$ cat src/rtl/sisc_mem_arb_pkg.sv
// Shared types and constants for the SISC unified-memory arbiter.
//  - arb_state_e : arbiter FSM states (IDLE, ACCESS, WAIT, RESP)
//  - owner_e     : which requester holds the current grant
//  - DEF_AW/DEF_DW : default address/data widths, also used by the memory model
//  - sat_inc4    : 4-bit saturating increment used by the starvation counter
package sisc_mem_arb_pkg;

  localparam int DEF_AW = 16;
  localparam int DEF_DW = 32;

  typedef enum logic [1:0] {
    IDLE   = 2'd0,
    ACCESS = 2'd1,
    WAIT   = 2'd2,
    RESP   = 2'd3
  } arb_state_e;

  typedef enum logic {
    OWN_IF = 1'b0,
    OWN_DM = 1'b1
  } owner_e;

  function automatic logic [3:0] sat_inc4(input logic [3:0] v, input logic [3:0] lim);
    return (v >= lim) ? lim : v + 4'd1;
  endfunction

endpackage

$ cat src/rtl/sisc_mem_arb_if.sv
// Bus bundle between the two requesters (fetch IF, load/store DM), the arbiter
// and the single-port memory.
//  Requester side : if_req/if_addr, dm_req/dm_we/dm_addr/dm_wdata -> arbiter
//                   if_ack/dm_ack/rdata/busy                       <- arbiter
//  Memory side    : mem_en/mem_we/mem_addr/mem_wdata               -> memory
//                   mem_rdata                                      <- memory
// Handshake: a requester raises req with its fields and holds them until it sees
// its own one-cycle ack; it drops req at the clock edge ending the ack cycle.
// A req still high when the arbiter is back in IDLE is a new request. Fields may
// change after the grant without effect. rdata is shared and is only meaningful
// in the cycle the reader's own ack is high (loads only).
// Modports: slave = arbiter view, master = requesters + memory model view.
interface sisc_mem_arb_if #(
  parameter int AW = 16,
  parameter int DW = 32
);
  logic          if_req;
  logic [AW-1:0] if_addr;
  logic          dm_req;
  logic          dm_we;
  logic [AW-1:0] dm_addr;
  logic [DW-1:0] dm_wdata;
  logic          if_ack;
  logic          dm_ack;
  logic [DW-1:0] rdata;
  logic          busy;
  logic          mem_en;
  logic          mem_we;
  logic [AW-1:0] mem_addr;
  logic [DW-1:0] mem_wdata;
  logic [DW-1:0] mem_rdata;

  modport slave (
    input  if_req, if_addr, dm_req, dm_we, dm_addr, dm_wdata, mem_rdata,
    output if_ack, dm_ack, rdata, busy, mem_en, mem_we, mem_addr, mem_wdata
  );

  modport master (
    output if_req, if_addr, dm_req, dm_we, dm_addr, dm_wdata, mem_rdata,
    input  if_ack, dm_ack, rdata, busy, mem_en, mem_we, mem_addr, mem_wdata
  );

endinterface

$ cat src/rtl/sisc_mem_arb.sv
// Arbiter for one single-port unified memory shared by SISC fetch (IF) and the
// load/store path (DM). A request is sampled only in IDLE, its fields latched,
// the memory strobed for exactly one cycle, the fixed read latency waited out,
// and a one-cycle ack returned to the owner. DM has priority unless fetch has
// been passed over STARVE_MAX times in a row.
// Ports:
//  clk              in   clock, all state on rising edge
//  rst              in   synchronous active-high reset
//  io_bus           slave modport of sisc_mem_arb_if (requesters + memory)
//  o_dbg_state      out  current FSM state
//  o_dbg_starve_cnt out  consecutive DM grants while fetch was waiting
//  o_dbg_lat_cnt    out  read-latency counter inside WAIT
// Parameters: AW, DW widths; MEM_LAT read latency 1..7; STARVE_MAX 1..15.
module sisc_mem_arb
  import sisc_mem_arb_pkg::*;
#(
  parameter int AW         = DEF_AW,
  parameter int DW         = DEF_DW,
  parameter int MEM_LAT    = 1,
  parameter int STARVE_MAX = 4
) (
  input  logic                clk,
  input  logic                rst,
  sisc_mem_arb_if.slave       io_bus,
  output arb_state_e          o_dbg_state,
  output logic [3:0]          o_dbg_starve_cnt,
  output logic [2:0]          o_dbg_lat_cnt
);

  localparam logic [2:0] LAT_LAST   = 3'(MEM_LAT - 1);
  localparam logic [3:0] STARVE_LIM = 4'(STARVE_MAX);

  arb_state_e    r_state;
  owner_e        r_owner;
  logic          r_we;
  logic [3:0]    r_starve_cnt;
  logic [2:0]    r_lat_cnt;
  logic          r_if_ack;
  logic          r_dm_ack;
  logic [DW-1:0] r_rdata;
  logic          r_busy;
  logic          r_mem_en;
  logic          r_mem_we;
  logic [AW-1:0] r_mem_addr;
  logic [DW-1:0] r_mem_wdata;

  arb_state_e    w_state_nxt;
  logic          w_grant;
  logic          w_grant_dm;
  logic          w_capture;
  logic [3:0]    w_starve_nxt;
  logic [2:0]    w_lat_nxt;

  // Next-state, grant decision and counter updates.
  always_comb begin
    w_state_nxt  = r_state;
    w_grant      = 1'b0;
    w_grant_dm   = 1'b0;
    w_capture    = 1'b0;
    w_starve_nxt = r_starve_cnt;
    w_lat_nxt    = 3'd0;
    case (r_state)
      IDLE: begin
        if (io_bus.if_req || io_bus.dm_req) begin
          w_grant     = 1'b1;
          // DM wins a tie unless fetch has already been passed over STARVE_MAX times.
          w_grant_dm  = io_bus.dm_req &&
                        !(io_bus.if_req && (r_starve_cnt == STARVE_LIM));
          w_state_nxt = ACCESS;
        end
        // Counts only DM grants that overtook a waiting fetch; an IF grant or an
        // idle fetch line clears it.
        w_starve_nxt = (io_bus.if_req && w_grant_dm) ? sat_inc4(r_starve_cnt, STARVE_LIM)
                                                     : 4'd0;
      end
      ACCESS: begin
        w_state_nxt = r_we ? RESP : WAIT;
      end
      WAIT: begin
        if (r_lat_cnt == LAT_LAST) begin
          w_capture   = 1'b1;
          w_state_nxt = RESP;
        end else begin
          w_lat_nxt = r_lat_cnt + 3'd1;
        end
      end
      RESP: begin
        w_state_nxt = IDLE;
      end
      default: begin
        w_state_nxt = IDLE;
      end
    endcase
  end

  // State register.
  always_ff @(posedge clk) begin
    if (rst) begin
      r_state <= IDLE;
    end else begin
      r_state <= w_state_nxt;
    end
  end

  // Datapath and registered outputs, all derived from the next state so every
  // output lines up with the state it belongs to.
  always_ff @(posedge clk) begin
    if (rst) begin
      r_owner      <= OWN_IF;
      r_we         <= 1'b0;
      r_starve_cnt <= 4'd0;
      r_lat_cnt    <= 3'd0;
      r_if_ack     <= 1'b0;
      r_dm_ack     <= 1'b0;
      r_rdata      <= '0;
      r_busy       <= 1'b0;
      r_mem_en     <= 1'b0;
      r_mem_we     <= 1'b0;
      r_mem_addr   <= '0;
      r_mem_wdata  <= '0;
    end else begin
      r_starve_cnt <= w_starve_nxt;
      r_lat_cnt    <= w_lat_nxt;
      r_busy       <= (w_state_nxt != IDLE);
      r_mem_en     <= w_grant;
      r_mem_we     <= w_grant && w_grant_dm && io_bus.dm_we;
      // The latched fields double as the memory address/data outputs.
      if (w_grant) begin
        r_owner     <= w_grant_dm ? OWN_DM : OWN_IF;
        r_we        <= w_grant_dm && io_bus.dm_we;
        r_mem_addr  <= w_grant_dm ? io_bus.dm_addr : io_bus.if_addr;
        r_mem_wdata <= w_grant_dm ? io_bus.dm_wdata : '0;
      end
      r_if_ack <= (w_state_nxt == RESP) && (r_owner == OWN_IF);
      r_dm_ack <= (w_state_nxt == RESP) && (r_owner == OWN_DM);
      if (w_capture) begin
        r_rdata <= io_bus.mem_rdata;
      end
    end
  end

  assign io_bus.if_ack    = r_if_ack;
  assign io_bus.dm_ack    = r_dm_ack;
  assign io_bus.rdata     = r_rdata;
  assign io_bus.busy      = r_busy;
  assign io_bus.mem_en    = r_mem_en;
  assign io_bus.mem_we    = r_mem_we;
  assign io_bus.mem_addr  = r_mem_addr;
  assign io_bus.mem_wdata = r_mem_wdata;

  assign o_dbg_state      = r_state;
  assign o_dbg_starve_cnt = r_starve_cnt;
  assign o_dbg_lat_cnt    = r_lat_cnt;

endmodule

$ cat src/flat_wrapper.sv
// flat-port wrapper written by rule: the top's interface ports become plain ports
module sisc_mem_arb_flat import sisc_mem_arb_pkg::*;
#(
  parameter int AW         = DEF_AW,
  parameter int DW         = DEF_DW,
  parameter int MEM_LAT    = 1,
  parameter int STARVE_MAX = 4
)
  (clk, rst, o_dbg_state, o_dbg_starve_cnt, o_dbg_lat_cnt, io_bus_if_req, io_bus_if_addr, io_bus_dm_req, io_bus_dm_we, io_bus_dm_addr, io_bus_dm_wdata, io_bus_mem_rdata, io_bus_if_ack, io_bus_dm_ack, io_bus_rdata, io_bus_busy, io_bus_mem_en, io_bus_mem_we, io_bus_mem_addr, io_bus_mem_wdata);
  sisc_mem_arb_if #(.AW(AW), .DW(DW)) io_bus_i ();
  input  logic clk;
  input  logic rst;
  output arb_state_e o_dbg_state;
  output logic [3:0] o_dbg_starve_cnt;
  output logic [2:0] o_dbg_lat_cnt;
  input wire logic [$bits(io_bus_i.if_req)-1:0] io_bus_if_req;
  input wire logic [$bits(io_bus_i.if_addr)-1:0] io_bus_if_addr;
  input wire logic [$bits(io_bus_i.dm_req)-1:0] io_bus_dm_req;
  input wire logic [$bits(io_bus_i.dm_we)-1:0] io_bus_dm_we;
  input wire logic [$bits(io_bus_i.dm_addr)-1:0] io_bus_dm_addr;
  input wire logic [$bits(io_bus_i.dm_wdata)-1:0] io_bus_dm_wdata;
  input wire logic [$bits(io_bus_i.mem_rdata)-1:0] io_bus_mem_rdata;
  output wire logic [$bits(io_bus_i.if_ack)-1:0] io_bus_if_ack;
  output wire logic [$bits(io_bus_i.dm_ack)-1:0] io_bus_dm_ack;
  output wire logic [$bits(io_bus_i.rdata)-1:0] io_bus_rdata;
  output wire logic [$bits(io_bus_i.busy)-1:0] io_bus_busy;
  output wire logic [$bits(io_bus_i.mem_en)-1:0] io_bus_mem_en;
  output wire logic [$bits(io_bus_i.mem_we)-1:0] io_bus_mem_we;
  output wire logic [$bits(io_bus_i.mem_addr)-1:0] io_bus_mem_addr;
  output wire logic [$bits(io_bus_i.mem_wdata)-1:0] io_bus_mem_wdata;
  assign io_bus_i.if_req = io_bus_if_req;
  assign io_bus_i.if_addr = io_bus_if_addr;
  assign io_bus_i.dm_req = io_bus_dm_req;
  assign io_bus_i.dm_we = io_bus_dm_we;
  assign io_bus_i.dm_addr = io_bus_dm_addr;
  assign io_bus_i.dm_wdata = io_bus_dm_wdata;
  assign io_bus_i.mem_rdata = io_bus_mem_rdata;
  assign io_bus_if_ack = io_bus_i.if_ack;
  assign io_bus_dm_ack = io_bus_i.dm_ack;
  assign io_bus_rdata = io_bus_i.rdata;
  assign io_bus_busy = io_bus_i.busy;
  assign io_bus_mem_en = io_bus_i.mem_en;
  assign io_bus_mem_we = io_bus_i.mem_we;
  assign io_bus_mem_addr = io_bus_i.mem_addr;
  assign io_bus_mem_wdata = io_bus_i.mem_wdata;
  sisc_mem_arb #(.AW(AW), .DW(DW), .MEM_LAT(MEM_LAT), .STARVE_MAX(STARVE_MAX)) u_core (.clk(clk), .rst(rst), .io_bus(io_bus_i), .o_dbg_state(o_dbg_state), .o_dbg_starve_cnt(o_dbg_starve_cnt), .o_dbg_lat_cnt(o_dbg_lat_cnt));
endmodule
$ cat config.mk
export PLATFORM = sky130hd
export DESIGN_NAME = sisc_mem_arb_flat
export DESIGN_NICKNAME = d
export VERILOG_FILES = /design/src/rtl/sisc_mem_arb_pkg.sv /design/src/rtl/sisc_mem_arb_if.sv /design/src/rtl/sisc_mem_arb.sv /design/src/flat_wrapper.sv
export SDC_FILE = /design/constraint.sdc
export NUM_CORES = 1
export LEC_CHECK = 0
export BUFFER_PORTS_ARGS = -buffer_cell sky130_fd_sc_hd__buf_2
export CAP_MARGIN = 5
export CORE_ASPECT_RATIO = 0.5
export CORE_MARGIN = 2
export CORE_UTILIZATION = 45
export DETAILED_ROUTE_END_ITERATION = 8
export GPL_ROUTABILITY_DRIVEN = 0
export PLACE_DENSITY_LB_ADDON = 0.15
export SLEW_MARGIN = 20
export SYNTH_ARGS = -nofsm -noshare
export SYNTH_HDL_FRONTEND = slang
export SYNTH_SLANG_ARGS = --single-unit
$ cat constraint.sdc
create_clock -name clk -period 2.17 [get_ports clk]
set_input_delay 0.217 -clock clk [delete_from_list [all_inputs] [get_ports clk]]
set_output_delay 0.217 -clock clk [all_outputs]
set_load 0.02 [all_outputs]
==> reports/qor.csv <==
metric,value,unit
status,finished clean,
seq_area_frac_synth,0.5187,
antenna_found_initial,0,
ys.warnings.count,0,
final.setup.tns,0,ps
max_freq,526.4,MHz
overflow,0,
setup_viol,0,
worstPathRequired,2360,ps
ctsHoldBuffers,0,
synth.cell_area,3705,µm²
slew-limit-headroom,0.5285,
ys_ff_latch,96,
cts_setup_buffers,0,
synth_cell_types,32,
finalWirelength,9822,µm
path_cells,inv_1 -> ha_1 -> nand2_1 -> nor3_1 -> a2111oi_0,
area.growth.synth_to_final,35.66,%
cp-end-kind,flip-flop,
wl_per_cell,13.83,µm
finalMaxSlewViolations,0,
powerDensity,1212,nW/µm²
fin_cells,710,
rows,23,
drc,0,
num_vias,3584,
dieHeight,68.16,µm
layout.cell_area.non_filler,5026,µm²
cts_tree,built,
clk_pin_slew_worst_paths,60,ps
via_per_inst,5.048,
io_pins,195,
numPortBuffers,194,
h-tree-depth,3,
hold_violations,0,
post_route_cells_drive_above_1_share,0.3846,
cts_sinks,96,
drv_cap,0,
critical_path_arrival,2090,ps
drt_iter0_drc,205,
cpLargestDelayFamily,simple AND/OR/NAND/NOR gates,
power_leakage,0.002326,µW
critPathKind,flip-flop to flip-flop,
grt_use_total,0.2108,
critical_path.max_stage_delay,440,ps
numCtsBuffers,9,
fillers,727,
path_buf_inv,1,
syn_nets,523,
clock_latency,330,ps
grt_max_degree,37,
peakVddDrop,0.6257,mV
clockBufferDepth,2,
worstMarginPinSlew,704.5,ps
grt_pass1_wl,15190,µm
rsz0062_at_grt,false,
syn_avg_cell_area,8.949,µm²
dp_hpwl,6695,µm
post-route-period-util,0.8755,
antenna_cells,0,
antenna_left,0,
first_pass_iters,4,
start_util,0.4631,
critical-path-slowest-cell,nand2_1,
placed_cells,694,
syn_inst,414,
worst-path-max-fanout,16,
fin_crit,1900,ps
finClkSkew,4.531,ps
place_area,4726,µm²
critPathLaunchType,flip-flop,
cts_root_buf,clkbuf_16,
grt_pass1_vias,3185,
hold_path_class,input pin to flip-flop,
die_x,132.3,µm
nNetsFinal,702,
core,8000,µm²
die-area,9019,µm²
cts_resized,0,
## tightest hold or removal path, delay by kind of cell
kind	cells	cell delay [ps]
buffers and inverters	1	90
AOI/OAI and AO/OA	1	50
and+or+nand+nor	1	40
## cells in the mapped netlist
master / n / area, µm²
nand4b_1: 1 / 8.760
o21ai_4: 1 / 16.27
and2_1: 1 / 6.260
inv_1: 8 / 30.03
a32oi_1: 32 / 280.3
o21ai_0: 1 / 5.000
nand3_1: 1 / 5.000
dfxtp_1: 96 / 1922
buf_4: 3 / 22.52
nand2_1: 67 / 251.5
a2111oi_1: 2 / 20.02
a32o_1: 1 / 10.01
nand2_4: 1 / 11.26
o21a_2: 1 / 8.760
mux2i_1: 1 / 10.01
and3b_1: 1 / 8.760
nand2b_1: 6 / 37.54
nor2_1: 71 / 266.5
a2111oi_0: 4 / 35.03
buf_2: 10 / 50.05
ha_1: 8 / 100.1
nor3_1: 18 / 90.09
nor3b_1: 2 / 15.01
and4b_1: 2 / 20.02
or3_1: 1 / 6.260
nand4_1: 3 / 18.77
nand3b_1: 1 / 7.510
clkbuf_1: 20 / 75.07
a2111oi_2: 10 / 150.1
a21oi_1: 37 / 185.2
buf_6: 2 / 22.52
a221oi_1: 1 / 8.760
## flip-flops by register name, summed over array words and instances (netlist names)
name                     flops
u_core.io_bus.if_ack         1
u_core.r_owner               1
u_core.r_we                  1
u_core.io_bus.mem_addr      16
u_core.o_dbg_lat_cnt         3
u_core.o_dbg_state           2
u_core.io_bus.dm_ack         1
u_core.io_bus.mem_en         1
u_core.o_dbg_starve_cnt      4
u_core.io_bus.rdata         32
u_core.io_bus.mem_wdata     32
u_core.io_bus.busy           1
u_core.io_bus.mem_we         1
## cell type report
class / count / area (µm²) / area share
multi-input combinational: 275 / 1583 / 0.3149
tap: 112 / 140.1 / 0.02788
clock inverter: 3 / 40.04 / 0.007966
inverter: 8 / 30.03 / 0.005975
clock buffer: 13 / 260.3 / 0.05178
sequential: 96 / 1922 / 0.3824
timing repair buffer: 203 / 1051 / 0.2091
## report_power, final
part	internal (µW)	total, µW	leakage, µW	switching [µW]
logic	756	2220	0.00139	1470
registers	2120	2290	0.000785	168
clock network	953	1580	0.000150	628
total	3830	6090	0.00233	2260
## worst paths after layout
path	startpoint	to	slack, ps	depth (start not counted)
max	u_core.o_dbg_state[0]	u_core.io_bus.mem_addr[1]	270	5
min reg2reg	u_core.io_bus.rdata[1]	u_core.io_bus.rdata[1]	450	2
min	io_bus_mem_rdata[21]	u_core.io_bus.rdata[21]	120	3
max reg2reg	u_core.o_dbg_state[0]	u_core.io_bus.mem_addr[1]	270	5
## stage by stage
step,hold slack (ps),power (µW),util,setup WS [ps]
6_report,117.0,6092,0.6282,270.2
5_1_grt,112.4,6478,0.6282,91.00
4_1_cts,104.8,6155,0.6282,240.8
3_5_place_dp,442.4,4562,0.5907,262.7
3_3_place_gp,438.7,4527,0.5907,455.2
2_1_floorplan,353.0,3905,-,367.3
## cell families (layout without fill, tap and decap cells)
kind of cell,count (synthesis),count (layout),share of synthesized area
simple gates,176,176,0.2033
buf+inv,43,227,0.05404
mux,1,1,0.002702
compound gates,90,90,0.1942
flops,96,96,0.5187
fa+ha+maj,8,8,0.02702
## layout by cell type, fill, tap and decap left out, types with 2 or more instances in the layout
cell type,Yosys,layout
a2111oi_0,4,4
a2111oi_1,2,2
a2111oi_2,10,10
a21oi_1,37,37
a32oi_1,32,32
and4b_1,2,2
buf_2,10,194
buf_4,3,8
clkbuf_1,20,2
clkbuf_16,0,9
clkbuf_8,0,2
clkinv_2,0,2
dfxtp_1,96,96
ha_1,8,8
inv_1,8,8
nand2_1,67,67
nand2b_1,6,6
nand4_1,3,3
nor2_1,71,71
nor3_1,18,18
nor3b_1,2,2
## metal layers
layer | wire length, µm | GRT usage
met5 | 0 | 0
met4 | 72 | 0.06183
met3 | 628 | 0.06444
met2 | 4696 | 0.3446
met1 | 4426 | 0.2741
Power figures use the tool's default switching activity.
